File: src/rtl/serial_subtractor.sv
// Bit-serial subtractor: one full-subtractor cell plus a borrow flop, LSB first, start/busy/done handshake.
// Optional signed-overflow output is enabled by defining SERIAL_SUBTRACTOR_OVF_EN.

module serial_sub_cell (
    input  logic a,
    input  logic b,
    input  logic bin,
    output logic d,
    output logic bout
);
    assign d    = a ^ b ^ bin;
    assign bout = (~a & b) | (~(a ^ b) & bin);
endmodule

module serial_subtractor #(
    parameter int WIDTH = 4
) (
    input  logic             clk,
    input  logic             reset,
    input  logic             start,
    input  logic [WIDTH-1:0] data_a,
    input  logic [WIDTH-1:0] data_b,
    output logic             busy,
    output logic             done,
    output logic [WIDTH-1:0] out,
    output logic             borrow
`ifdef SERIAL_SUBTRACTOR_OVF_EN
    ,
    output logic             ovf
`endif
);
    localparam int CW = $clog2(WIDTH + 1);

    typedef enum logic [1:0] {IDLE, SHIFT, DONE} state_t;

    state_t           state, state_nxt;
    logic [WIDTH-1:0] shift_a, shift_b;
    logic [WIDTH-2:0] partial;
    logic             borrow_ff;
    logic [CW-1:0]    count;
    logic             cell_d, cell_bout;
    logic [WIDTH-1:0] partial_nxt;
    logic             last_bit, load;

    serial_sub_cell u_cell (
        .a    (shift_a[0]),
        .b    (shift_b[0]),
        .bin  (borrow_ff),
        .d    (cell_d),
        .bout (cell_bout)
    );

    // partial keeps only the WIDTH-1 bits still needed; the full word exists only as partial_nxt
    assign partial_nxt = {cell_d, partial};
    assign last_bit    = (count == CW'(WIDTH - 1));
    assign load        = start && (state != SHIFT);

    always_ff @(posedge clk or negedge reset) begin
        if (!reset) state <= IDLE;
        else        state <= state_nxt;
    end

    always_comb begin
        state_nxt = state;
        case (state)
            IDLE:    if (start) state_nxt = SHIFT;
            SHIFT:   if (last_bit) state_nxt = DONE;
            DONE:    state_nxt = start ? SHIFT : IDLE;
            default: state_nxt = IDLE;
        endcase
    end

    always_comb begin
        busy = (state == SHIFT);
        done = (state == DONE);
    end

    always_ff @(posedge clk or negedge reset) begin
        if (!reset) begin
            shift_a   <= '0;
            shift_b   <= '0;
            partial   <= '0;
            borrow_ff <= 1'b0;
            count     <= '0;
            out       <= '0;
            borrow    <= 1'b0;
`ifdef SERIAL_SUBTRACTOR_OVF_EN
            ovf       <= 1'b0;
`endif
        end else if (load) begin
            shift_a   <= data_a;
            shift_b   <= data_b;
            partial   <= '0;
            borrow_ff <= 1'b0;
            count     <= '0;
        end else if (state == SHIFT) begin
            shift_a   <= shift_a >> 1;
            shift_b   <= shift_b >> 1;
            partial   <= partial_nxt[WIDTH-1:1];
            borrow_ff <= cell_bout;
            count     <= count + CW'(1);
            if (last_bit) begin
                out    <= partial_nxt;
                borrow <= cell_bout;
`ifdef SERIAL_SUBTRACTOR_OVF_EN
                // on the last bit the cell inputs are the operand sign bits
                ovf    <= (shift_a[0] ^ shift_b[0]) & (shift_a[0] ^ cell_d);
`endif
            end
        end
    end
endmodule

File: config.mk
export PLATFORM = sky130hd
export DESIGN_NAME = serial_subtractor
export DESIGN_NICKNAME = d
export VERILOG_FILES = /design/src/rtl/serial_subtractor.sv
export SDC_FILE = /design/constraint.sdc
export NUM_CORES = 1
export LEC_CHECK = 0
export CAP_MARGIN = 25
export CORE_MARGIN = 1
export CORE_UTILIZATION = 51
export CTS_CLUSTER_DIAMETER = 30
export DETAILED_ROUTE_END_ITERATION = 6
export PLACE_DENSITY = 0.79
export SLEW_MARGIN = 20
export SYNTH_ARGS = -nofsm -noshare
export SYNTH_HDL_FRONTEND = slang
export SYNTH_SLANG_ARGS = --single-unit
File: constraint.sdc
create_clock -name clk -period 1.91 [get_ports clk]
set_input_delay 0.191 -clock clk [delete_from_list [all_inputs] [get_ports clk]]
set_output_delay 0.191 -clock clk [all_outputs]
set_load 0.01 [all_outputs]
# Yosys cells after proc, flatten, opt, wreduce, memory -nomap -nowiden
# Cells that the tools add are included.
dict set report classes {
  bitwise 8
  addsub 1
  mux 14
  reduce_logical 5
  n_eq_ne 6
}
# cell count
set ops {}
lappend ops {{two-way mux 4 bit} 4}
lappend ops {{two-way mux 3 bit} 4}
lappend ops {{one-hot mux 2 bit (3 select lines)} 1}
lappend ops {{two-way mux 2 bit} 2}
lappend ops {{!= test 2 x 1 -> 1 bit, second input constant} 2}
lappend ops {{adder 3 x 1 -> 3 bit, second input constant} 1}
lappend ops {{equality test 3 x 2 -> 1 bit, second input constant} 1}
lappend ops {{two-way mux 1 bit} 3}
lappend ops {{NOT 1 bit} 3}
lappend ops {{AND reduction 3 bit} 1}
lappend ops {{bitwise AND 1 bit} 2}
lappend ops {{equality test 2 x 1 -> 1 bit, second input constant} 1}
lappend ops {{equality test 2 bit, second input constant} 1}
lappend ops {{zero test 2 bit} 1}
lappend ops {{!= test 2 bit, second input constant} 1}
lappend ops {{AND reduction 2 bit} 1}
lappend ops {{nonzero test 2 bit} 1}
lappend ops {{XOR 1 bit} 2}
lappend ops {{logical AND 1 bit} 1}
lappend ops {{OR 1 bit} 1}
dict set report totals {
  register_bits 22
  elab_cells 42
}

# Longest topological paths before layout
# Gate-level depths: netlist of run 1.
dict set report logic_depth {
  depth_word 6
  depth_mapped 5
}

# By module
# From an unflattened synthesis of run 1, not the netlist that was laid out.
dict set report unflattened {
  cells_unflattened 75
  hier_area_um2 1048.5
}
# mod cells_each n_inst area_each_um2 seq_area_each_um2
set by_module_without_submodules {}
lappend by_module_without_submodules {serial_subtractor 71 1 1017.2 550.5}
lappend by_module_without_submodules {serial_sub_cell 4 1 31.3 0.0}

# Least setup slack after synthesis of run 1
# No wires, ideal clock.
dict set report synth_path {
  path_kind {reg-to-reg}
  startpoint {register count[0]}
  endpoint {register out[0]}
  synth_period_minus_slack_ns 1.422
  setup_time_ns 0.125
  stages_incl_launch_ff 5
  arrival_ns 1.298
  setup_slack_ns 0.488
  n_path_buf 0
  path_cell_list {dfrtp_1 -> ha_1 -> ha_1 -> nand3b_1 -> mux2_2}
}
dict set report synth_between {
  elab_chain_cells 2
}
# element line_no
set synth_rtl {}
lappend synth_rtl {{from (decl)} 40} ;# logic [CW-1:0] count;
lappend synth_rtl {{from (signal assigned)} 101} ;# count <= count + CW'(1);
lappend synth_rtl {{equality test 3 x 2 -> 1 bit} 55} ;# assign last_bit = (count == CW'(WIDTH - 1));
lappend synth_rtl {{AND reduction 3 bit (no source line)} -}
lappend synth_rtl {{to (signal assigned)} 103} ;# out <= partial_nxt;
lappend synth_rtl {{to (decl)} 25} ;# output logic [WIDTH-1:0] out,
# No other way between the ends.
# A chain may end at the register's enable or synchronous reset.

# Worst setup path after layout of run 1
dict set report layout_path {
  startpoint {register state[1]}
  endpoint {output busy}
}
dict set report layout_between {
  elab_chain_cells 1
}
# element line_no
set layout_rtl {}
lappend layout_rtl {{from (decl)} 36} ;# state_t state, state_nxt;
lappend layout_rtl {{from (signal assigned)} 60} ;# else state <= state_nxt;
lappend layout_rtl {{equality test 2 x 1 -> 1 bit} 74} ;# busy = (state == SHIFT);
lappend layout_rtl {{to (decl)} 23} ;# output logic busy,
# No other way between the ends.

==> results.md, run 1 <==
Power:
- The total power is 1.817 mW.
- The leakage power figure is 0.6080 nW.
- The maximum VDD drop is 0.0008281 V.
- Power spread over the standard cell area amounts to 1436 mW/mm^2.

Routing:
- The number of detailed-routing iterations run before antenna repair is 4.
- The number of nets with antenna violations after routing is 0.
- For this block, the via count after detailed routing is 613.
- The per-cell routed wire length is 12.64 um.
- The wire length reported by the detailed router is 1530 um.
- The routed via count divided by cell count is 5.066.
- In this run, the number of DRC markers left after iteration 0 of detailed routing was 1.
- For this run, design rule violations remaining after detail routing come to 0.

Synth:
- Summing every instance area after synthesis gives 0.001042 mm^2.
- Sequential cells were found to cover 52.82% of the synthesized design area.
- In the synthesized netlist, the number of instances is 75.
- The synthesized design contains 22 register bits.
- The fraction of post-synthesis cell area in the top cell type by area is 52.82%.
- In this run the mean area of a mapped cell was 13.90 um^2.
- When the netlist entered floorplanning its net count stood at 89.
- The leading area contributor after synthesis is sky130_fd_sc_hd__dfrtp_1.
- In the post-synthesis netlist, the biggest area contributors are sky130_fd_sc_hd__dfrtp_1 53%, sky130_fd_sc_hd__mux2_2 16%, sky130_fd_sc_hd__mux2_4 7.2%.
- The synthesis warning total is 0.
- The number of different library cells in the post-synthesis netlist is 14.

Critical path:
- Traced cell by cell, the critical path runs through nand2b_1, inv_1, clkdlybuf4s50_1.
- For this run, the slowest stage of the critical path takes 0.54 ns.
- Broken down by cell family, the worst path's largest delay share belongs to buffers and inverters.
- The classification of the worst setup path is flip-flop to output port.
- Counting both buffers and inverters, the worst setup path holds a total of 2.
- The launching element of the worst setup path is state[1]$_DFFE_PN0P_.
- The endpoint type of the worst setup path is an output port.
- At the worst endpoint, the required time is 1.72 ns.
- In this run the critical register-to-register path is launched from count[0]$_DFFE_PN0P_.
- The data arrival at the endpoint of the critical path is 1.52 ns.
- Among all stages on the critical path, the largest delay is contributed by sky130_fd_sc_hd__clkdlybuf4s50_1.
- Along the worst path, the maximum fanout reaches 3.
- The worst setup path is launched from a flip-flop.

Cells and area:
- The layout overhead on the synthesized area is 21.37%.
- After the last flow step, the layout net total stands at 112.
- The share of the core filled with cells in the final layout is 69.48%.
- The most frequent standard cell in the layout excluding fill and tap cells is sky130_fd_sc_hd__dfrtp_1.
- The library cells used most frequently in the layout, excluding fill and tap cells, are 22 x sky130_fd_sc_hd__dfrtp_1, 17 x sky130_fd_sc_hd__clkdlybuf4s50_1, 15 x sky130_fd_sc_hd__mux2_2.
- The multi-input combinational cells in the finished layout cover a total of 426.7 um^2.
- The repair_antennas step left the layout with diodes totalling 0.
- The area taken by flip-flops and latches is 550.5 um^2.
- The share of layout cells above drive strength 1 is 29.17%.
- The total of fill cells in the finished design is 149.

Timing:
- After layout, the worst path uses 89.52% of the clock period.
- The number of pins with negative max-slew slack in the final report is 0.
- For the pin with the worst max-slew slack, the measured transition is 0.3600 ns.
- The minimum period implied by the final worst setup slack is 1.710 ns.
- The headroom to the max-slew limit is 75.92%.
- For the final routed database, the setup TNS stands at 0 ns.
- Setup repair after global routing left no endpoint under its margin.
- The post-layout worst setup margin is 0.2001 ns.
- The final setup skew is 0.002095 ns.
- The worst-case hold slack is 0.2228 ns.
- Setup violations remaining at the end of the flow were counted as 0.
- The fmax is 0.5848 GHz.
- The hold violation total from the final report is 0.

CTS:
- The clock transition time at the flip-flop clock pins of the worst setup and hold paths is 0.11 ns.
- Post-CTS repair changed the size of 0 cells.
- The number of setup buffers added after CTS is 0.
- The clock latency of the later-clocked register in the worst-skew pair is 0.29 ns.
- The library cell used as clock root buffer is sky130_fd_sc_hd__clkbuf_4.
- The maximum buffer depth of the clock tree is 2.
- CTS built an H-tree with a depth of 1.
- The hold buffer count at cts is 0.
- The CTS tree is done.
- In this run, CTS created clock tree buffers numbering 3.
- The number of clock sinks is 22.

Placed design:
- The pre-CTS setup slack is 0.2717 ns.
- The half-perimeter wire length after placement is 1149 um.
- The congestion estimate from routability-driven global placement came to 0.7006.
- The number of port buffers is 17.

GRT:
- After global routing the overflow that remains totals 0.
- The overall routing resource usage is 16.37%.
- The maximum number of pins on one net before global-route repair is 23.
- The first global-routing pass estimated 2449 um of wire.
- The number of global-route vias before repair is 593.
- The initial antenna violation count is 0.

Die:
- The die area is 0.002228 mm^2.
- The horizontal die dimension is 47.21 um.
- For this configuration, the core starts out at a cell density of 57.25%.
- The number of top-level design ports is 18.
- The floorplan step set the die height to 47.21 um.
- The initialized floorplan defines 15 standard-cell rows.
- The core region is 0.001821 mm^2.

Run:
- The tool flagged a number of max-cap violations equal to 0.

Outcome:
- The run finished with clean final reports.

Hold path:
- The worst hold-check path type is primary input to asynchronous set/reset pin.
-- path summary, 6_finish.rpt --
| check | to | cells past startpoint | slack, ns |
|---|---|---|---|
| worst max-delay path | busy | 3 | 0.20 |
| worst min-delay path | out[0]$_DFFE_PN0P_ | 2 | 0.22 |
| worst max register to register | out[0]$_DFFE_PN0P_ | 4 | 0.36 |
| worst min register to register | count[0]$_DFFE_PN0P_ | 1 | 0.51 |
| max in group asynchronous | shift_b[1]$_DFFE_PN0P_ | 2 | 1.47 |
| min in group clk | shift_a[3]$_DFFE_PN0P_ | 3 | 0.50 |
-- stage by stage --
stage	instances	instance area, um^2
floorplan	75	1042
global placement	118	1242
detailed placement	118	1242
CTS	121	1265
global route	121	1265
finish	121	1265
-- cells by family (layout without fill, tap and decap cells) --
family / after synthesis / after routing / share of synthesized area, %
AOI/OAI and AO/OA: 1 / 1 / 0.6006
adders and majority gates: 3 / 3 / 4.321
buffers and inverters: 11 / 32 / 6.242
DFF: 22 / 22 / 52.82
muxes: 26 / 26 / 29.17
and+or+nand+nor: 12 / 12 / 6.843
-- cells in the mapped netlist (all sizes together) --
cell	count
nand3b	1
mux2i	6
ha	2
inv	7
fa	1
nor2	2
mux2	20
nand2b	4
buf	4
o22ai	1
nor2b	5
dfrtp	22
-- power breakdown --
group,internal (mW),switching [mW],total [mW]
combinational,0.517,0.315,0.832
sequential,0.671,0.112,0.783
clock,0.0733,0.129,0.202
-- final cells by class --
cell class / instances / area share (%)
clock buffers: 3 / 1.780
inverters: 7 / 2.077
multi-input cells: 42 / 33.73
flip-flops and latches: 22 / 43.52
well taps: 25 / 2.473
repair buffers: 22 / 16.42
-- metal layers --
| layer | track usage [%] | vias up | wire length [um] |
|---|---|---|---|
| li1 | - | 293 | - |
| met1 | 18.49 | 306 | 671 |
| met2 | 29.72 | 12 | 791 |
| met3 | 2.308 | 2 | 52 |
| met4 | 8.571 | 0 | 14 |
| met5 | 0 | - | 0 |
-- registers in the layout, summed over array words and instances, names as in the netlist --
signal	flops
state	2
count	3
borrow_ff	1
out	4
partial	3
shift_a	4
shift_b	4
borrow	1
No activity file was read; power rests on OpenSTA's default activity.
==> inputs of run 2 (changes only) <==
--- a/config.mk
+++ b/config.mk
@@ -11,7 +11,6 @@
 export CTS_CLUSTER_DIAMETER = 30
 export DETAILED_ROUTE_END_ITERATION = 6
 export PLACE_DENSITY = 0.79
-export SLEW_MARGIN = 20
 export SYNTH_ARGS = -nofsm -noshare
 export SYNTH_HDL_FRONTEND = slang
 export SYNTH_SLANG_ARGS = --single-unit
==> results of run 2 <==
The final DEF is identical to that of run 1; final timing and power are the same.
==> inputs of run 3 (changes only) <==
--- a/config.mk
+++ b/config.mk
@@ -5,12 +5,14 @@
 export SDC_FILE = /design/constraint.sdc
 export NUM_CORES = 1
 export LEC_CHECK = 0
+export ABC_AREA = 1
 export CAP_MARGIN = 25
+export CORE_ASPECT_RATIO = 0.75
 export CORE_MARGIN = 1
-export CORE_UTILIZATION = 51
+export CORE_UTILIZATION = 35
 export CTS_CLUSTER_DIAMETER = 30
 export DETAILED_ROUTE_END_ITERATION = 6
-export PLACE_DENSITY = 0.79
+export PLACE_DENSITY = 0.59
 export SYNTH_ARGS = -nofsm -noshare
 export SYNTH_HDL_FRONTEND = slang
 export SYNTH_SLANG_ARGS = --single-unit
==> results.md, run 3 <==
Cells and area:
- The total of fill cells in the finished design is 286 (was 149).
- The layout overhead on the synthesized area is 23.17% (was 21.37%).
- Largest registers: out (4), shift_a (4), shift_b (4) (unchanged).
- The net count reported at finish came to 141 (was 112).
- The most frequent standard cell in the layout excluding fill and tap cells is sky130_fd_sc_hd__nand2_1 (was sky130_fd_sc_hd__dfrtp_1).
- The number of diodes added for antenna fixing is 0 (unchanged).
- The share of the core filled with cells in the final layout was 46.31% (was 69.48%).
- Most used cells in the layout excluding fill and tap cells: 32 x sky130_fd_sc_hd__nand2_1, 29 x sky130_fd_sc_hd__nand3_1, 22 x sky130_fd_sc_hd__dfrtp_1 (was 22 x sky130_fd_sc_hd__dfrtp_1, 17 x sky130_fd_sc_hd__clkdlybuf4s50_1, 15 x sky130_fd_sc_hd__mux2_2).
- The share of layout cells above drive strength 1 is 8.800% (was 29.17%).

Die:
- The area inside the core boundary is 0.002643 mm^2 (was 0.001821 mm^2).
- The standard-cell row count was 16 (was 15).
- The die area is 0.003058 mm^2 (was 0.002228 mm^2).
- The horizontal die dimension was 63.52 um (was 47.21 um).
- The starting utilization of the core area is 37.59% (was 57.25%).
- The number of top-level design ports is 18 (unchanged).
- The height of the chip is 48.14 um (was 47.21 um).

Synth:
- The number of nets in the synthesized netlist is 121 (was 89).
- The number of instances in the synthesized netlist is 107 (was 75).
- The leading area contributor after synthesis is sky130_fd_sc_hd__dfrtp_1 (unchanged).
- The post-synthesis instance area came to 993.5 um^2 (was 0.001042 mm^2).
- The fraction of post-synthesis cell area in the top cell type by area is 55.42% (was 52.82%).
- The synthesis warning total is 0 (unchanged).
- The synthesis-stage register bit count was 22 (unchanged).
- The primary flip-flop cell chosen by synthesis mapping is sky130_fd_sc_hd__dfrtp_1 (unchanged).
- The number of enable-type register cells in the synthesized netlist is 0 (unchanged).
- Largest cells by area after synthesis: sky130_fd_sc_hd__dfrtp_1 55%, sky130_fd_sc_hd__nand3_1 15%, sky130_fd_sc_hd__nand2_1 12% (was sky130_fd_sc_hd__dfrtp_1 53%, sky130_fd_sc_hd__mux2_2 16%, sky130_fd_sc_hd__mux2_4 7.2%).
- The cell with the most instances after synthesis is sky130_fd_sc_hd__nand2_1 (was sky130_fd_sc_hd__dfrtp_1).
- The number of different library cells in the post-synthesis netlist is 15 (was 14).
- Most frequent cells after synthesis: 32 x sky130_fd_sc_hd__nand2_1, 29 x sky130_fd_sc_hd__nand3_1, 22 x sky130_fd_sc_hd__dfrtp_1 (was 22 x sky130_fd_sc_hd__dfrtp_1, 15 x sky130_fd_sc_hd__mux2_2, 7 x sky130_fd_sc_hd__inv_1).
- The synthesized area per cell was 9.285 um^2 (was 13.90 um^2).
- The fraction of the yosys area taken by sequential cells is 55.42% (was 52.82%).
- The proportion of register bits with asynchronous set or reset after synthesis is 100.0% (unchanged).

Critical path:
- The classification of the worst setup path is flip-flop to output port (unchanged).
- The data required time of the worst path is 1.72 ns (about the same).
- The worst-case reg-to-reg path depth is 6 (was 4).
- The data arrival at the endpoint of the critical path is 1.37 ns (was 1.52 ns).
- The flop-to-flop setup slack is 0.68 ns (was 0.36 ns).
- The endpoint type of the worst setup path is an output port (unchanged).
- The startpoint type of the worst setup path is a flip-flop (unchanged).
- The critical-path maximum fanout came to 4 (was 3).

Routing:
- The wire length reported by the detailed router is 1864 um (was 1530 um).
- The vias after detailed routing is 760 (was 613).
- The number of nets with antenna violations after routing was 0 (unchanged).
- The routed via count divided by cell count was 4.720 (was 5.066).
- The per-cell routed wire length was 11.58 um (was 12.64 um).
- The number of detailed-routing iterations run before antenna repair is 4 (unchanged).
- The DRC violations left is 0 (unchanged).
- The DRC marker count from the first detailed-route iteration is 21 (was 1).

CTS:
- The CTS tree was done (unchanged).
- The hold buffer count at cts was 0 (unchanged).
- The number of H-tree levels is 1 (unchanged).
- The number of clock sinks is 22 (unchanged).
- The number of resized instances in the post-cts repair step is 0 (unchanged).
- The clock transition time at the flip-flop clock pins of the worst setup and hold paths is 0.07 ns (was 0.11 ns).
- The setup fix buffers added after clock tree synthesis is 0 (unchanged).
- The clock latency of the later-clocked register in the worst-skew pair came to 0.25 ns (was 0.29 ns).
- The library cell used as clock root buffer is sky130_fd_sc_hd__clkbuf_8 (was sky130_fd_sc_hd__clkbuf_4).
- The maximum buffer depth of the clock tree was 2 (unchanged).
- The number of buffers added by the clock tree synthesis step is 3 (unchanged).

Timing:
- The final setup skew was 0.002100 ns (was 0.002095 ns).
- Unrepaired setup endpoints after global routing: false (unchanged).
- The number of pins with negative max-slew slack in the final report is 0 (unchanged).
- The slew at the pin with the worst max-slew slack is 0.3021 ns (was 0.3600 ns).
- The setup TNS is 0 ns (unchanged).
- The headroom to the max-slew limit is 79.84% (was 75.92%).
- The number of setup violations in the final report is 0 (unchanged).
- The minimum period implied by the final worst setup slack is 1.564 ns (was 1.710 ns).
- The fmax is 0.6396 GHz (was 0.5848 GHz).
- The hold violation total from the final report is 0 (unchanged).
- The share of the clock period used by the worst path after layout is 81.86% (was 89.52%).

Placed design:
- The final estimated routing congestion in global placement is 0.7399 (was 0.7006).
- The number of port buffers came to 17 (unchanged).
- The half-perimeter wire length after placement is 1306 um (was 1149 um).

GRT:
- The number of global-route vias before repair came to 667 (was 593).
- The wire length of the first global-routing pass is 3111 um (was 2449 um).
- The overflow left after global routing is 0 (unchanged).
- The overall routing resource usage came to 13.62% (was 16.37%).
- The initial antenna violation count came to 0 (unchanged).
- The maximum number of pins on one net before global-route repair is 29 (was 23).

Hold path:
- The worst hold-check path type is primary input to asynchronous set/reset pin (unchanged).

Outcome:
- Status: completed (unchanged).

Run:
- The number of max-cap violations is 0 (unchanged).

Power:
- The internal power came to 1.141 mW (was 1.261 mW).
- The switching share of power came to 37.35% (was 30.56%).
- The portion of total power attributed to the clock network is 15.0% (was 11.1%).
- The maximum VDD drop is 0.0006822 V (was 0.0008281 V).
- The sequential fraction of design power came to 42.8% (was 43.1%).
- The share of total power in combinational logic is 42.3% (was 45.8%).
- The leakage power figure was 0.5907 nW (was 0.6080 nW).
- The power dissipated by switching net loads came to 0.6802 mW (was 0.5552 mW).
- The power density normalized to cell area is 1488 mW/mm^2 (was 1436 mW/mm^2).
[run 3: changes by cell type in the layout (fill, tap and decap cells not counted), moves of 2 or more]
cell                       change
sky130_fd_sc_hd__mux2_2       -15
sky130_fd_sc_hd__o21ai_1       +3
sky130_fd_sc_hd__inv_2         +2
sky130_fd_sc_hd__clkbuf_4      -3
sky130_fd_sc_hd__nor2b_1       -5
sky130_fd_sc_hd__nand2b_1      -4
sky130_fd_sc_hd__mux2_4        -5
sky130_fd_sc_hd__clkbuf_8      +3
sky130_fd_sc_hd__buf_4         -2
sky130_fd_sc_hd__mux2i_1       -6
sky130_fd_sc_hd__nand2_1      +32
sky130_fd_sc_hd__nand3_1      +29
[run 3: stage by stage]
stage	setup slack [ns]	instance area [um^2]	cells	total power, mW	hold WS, ns
2_1_floorplan	0.8038	993.5	107	1.333	-0.1046
3_3_place_gp	0.6188	1182	158	1.547	0.4642
3_5_place_dp	0.6242	1182	158	1.572	0.4610
4_1_cts	0.3290	1224	161	1.850	0.2855
5_1_grt	0.2756	1224	161	1.992	0.3224
6_report	0.3465	1224	161	1.821	0.2803
[run 3: worst max-delay path, stage by stage, from the launching register on]
cell and delay, ns:
sky130_fd_sc_hd__dfrtp_1 0.44, sky130_fd_sc_hd__inv_2 0.05, sky130_fd_sc_hd__nor2_2 0.09, sky130_fd_sc_hd__clkdlybuf4s50_1 0.54
[run 3: cell families (layout without fill, tap and decap cells)]
kind of cell / count (synthesis) / after routing / synth area share (%)
buffers and inverters: 13 / 31 / 7.934
adder cells (fa/ha/maj): 3 / 3 / 4.534
AND/OR/NAND/NOR: 65 / 65 / 29.98
flip-flops: 22 / 22 / 55.42
AO/OA/AOI/OAI: 4 / 4 / 2.141
[run 3: final timing paths]
check | start | endpoint
min in group clk | partial[0]$_DFFE_PN0P_ | out[0]$_DFFE_PN0P_
max in group asynchronous | reset | shift_b[2]$_DFFE_PN0P_
worst min register to register | partial[0]$_DFFE_PN0P_ | out[0]$_DFFE_PN0P_
worst min-delay path | reset | partial[1]$_DFFE_PN0P_
worst max register to register | count[0]$_DFFE_PN0P_ | out[3]$_DFFE_PN0P_
worst max-delay path | state[0]$_DFFE_PN0P_ | busy
[run 3: final cells by class]
type | count | area (um^2) | share of cell area, %
well taps | 36 | 45.04 | 3.681
flip-flops and latches | 22 | 550.5 | 44.99
repair buffers | 20 | 192.7 | 15.75
clock buffers | 3 | 41.29 | 3.374
multi-input cells | 72 | 364.1 | 29.75
inverters | 8 | 30.03 | 2.454
[run 3: power by group through the flow]
stage	logic (mW)	registers, mW	clock network, mW
6_report	0.770	0.779	0.273
5_1_grt	0.886	0.807	0.299
4_1_cts	0.788	0.779	0.283
3_5_place_dp	0.785	0.787	0
3_3_place_gp	0.761	0.786	0
2_1_floorplan	0.538	0.795	0
[run 3: metal layers]
| layer | share of wire [%] | global-route usage [%] | up-vias |
|---|---|---|---|
| met2 | 43 | 21.28 | 15 |
| met4 | 0 | 1.364 | 0 |
| li1 | - | - | 383 |
| met1 | 53 | 19.47 | 362 |
| met5 | 0 | 0 | - |
| met3 | 4.2 | 4.206 | 0 |
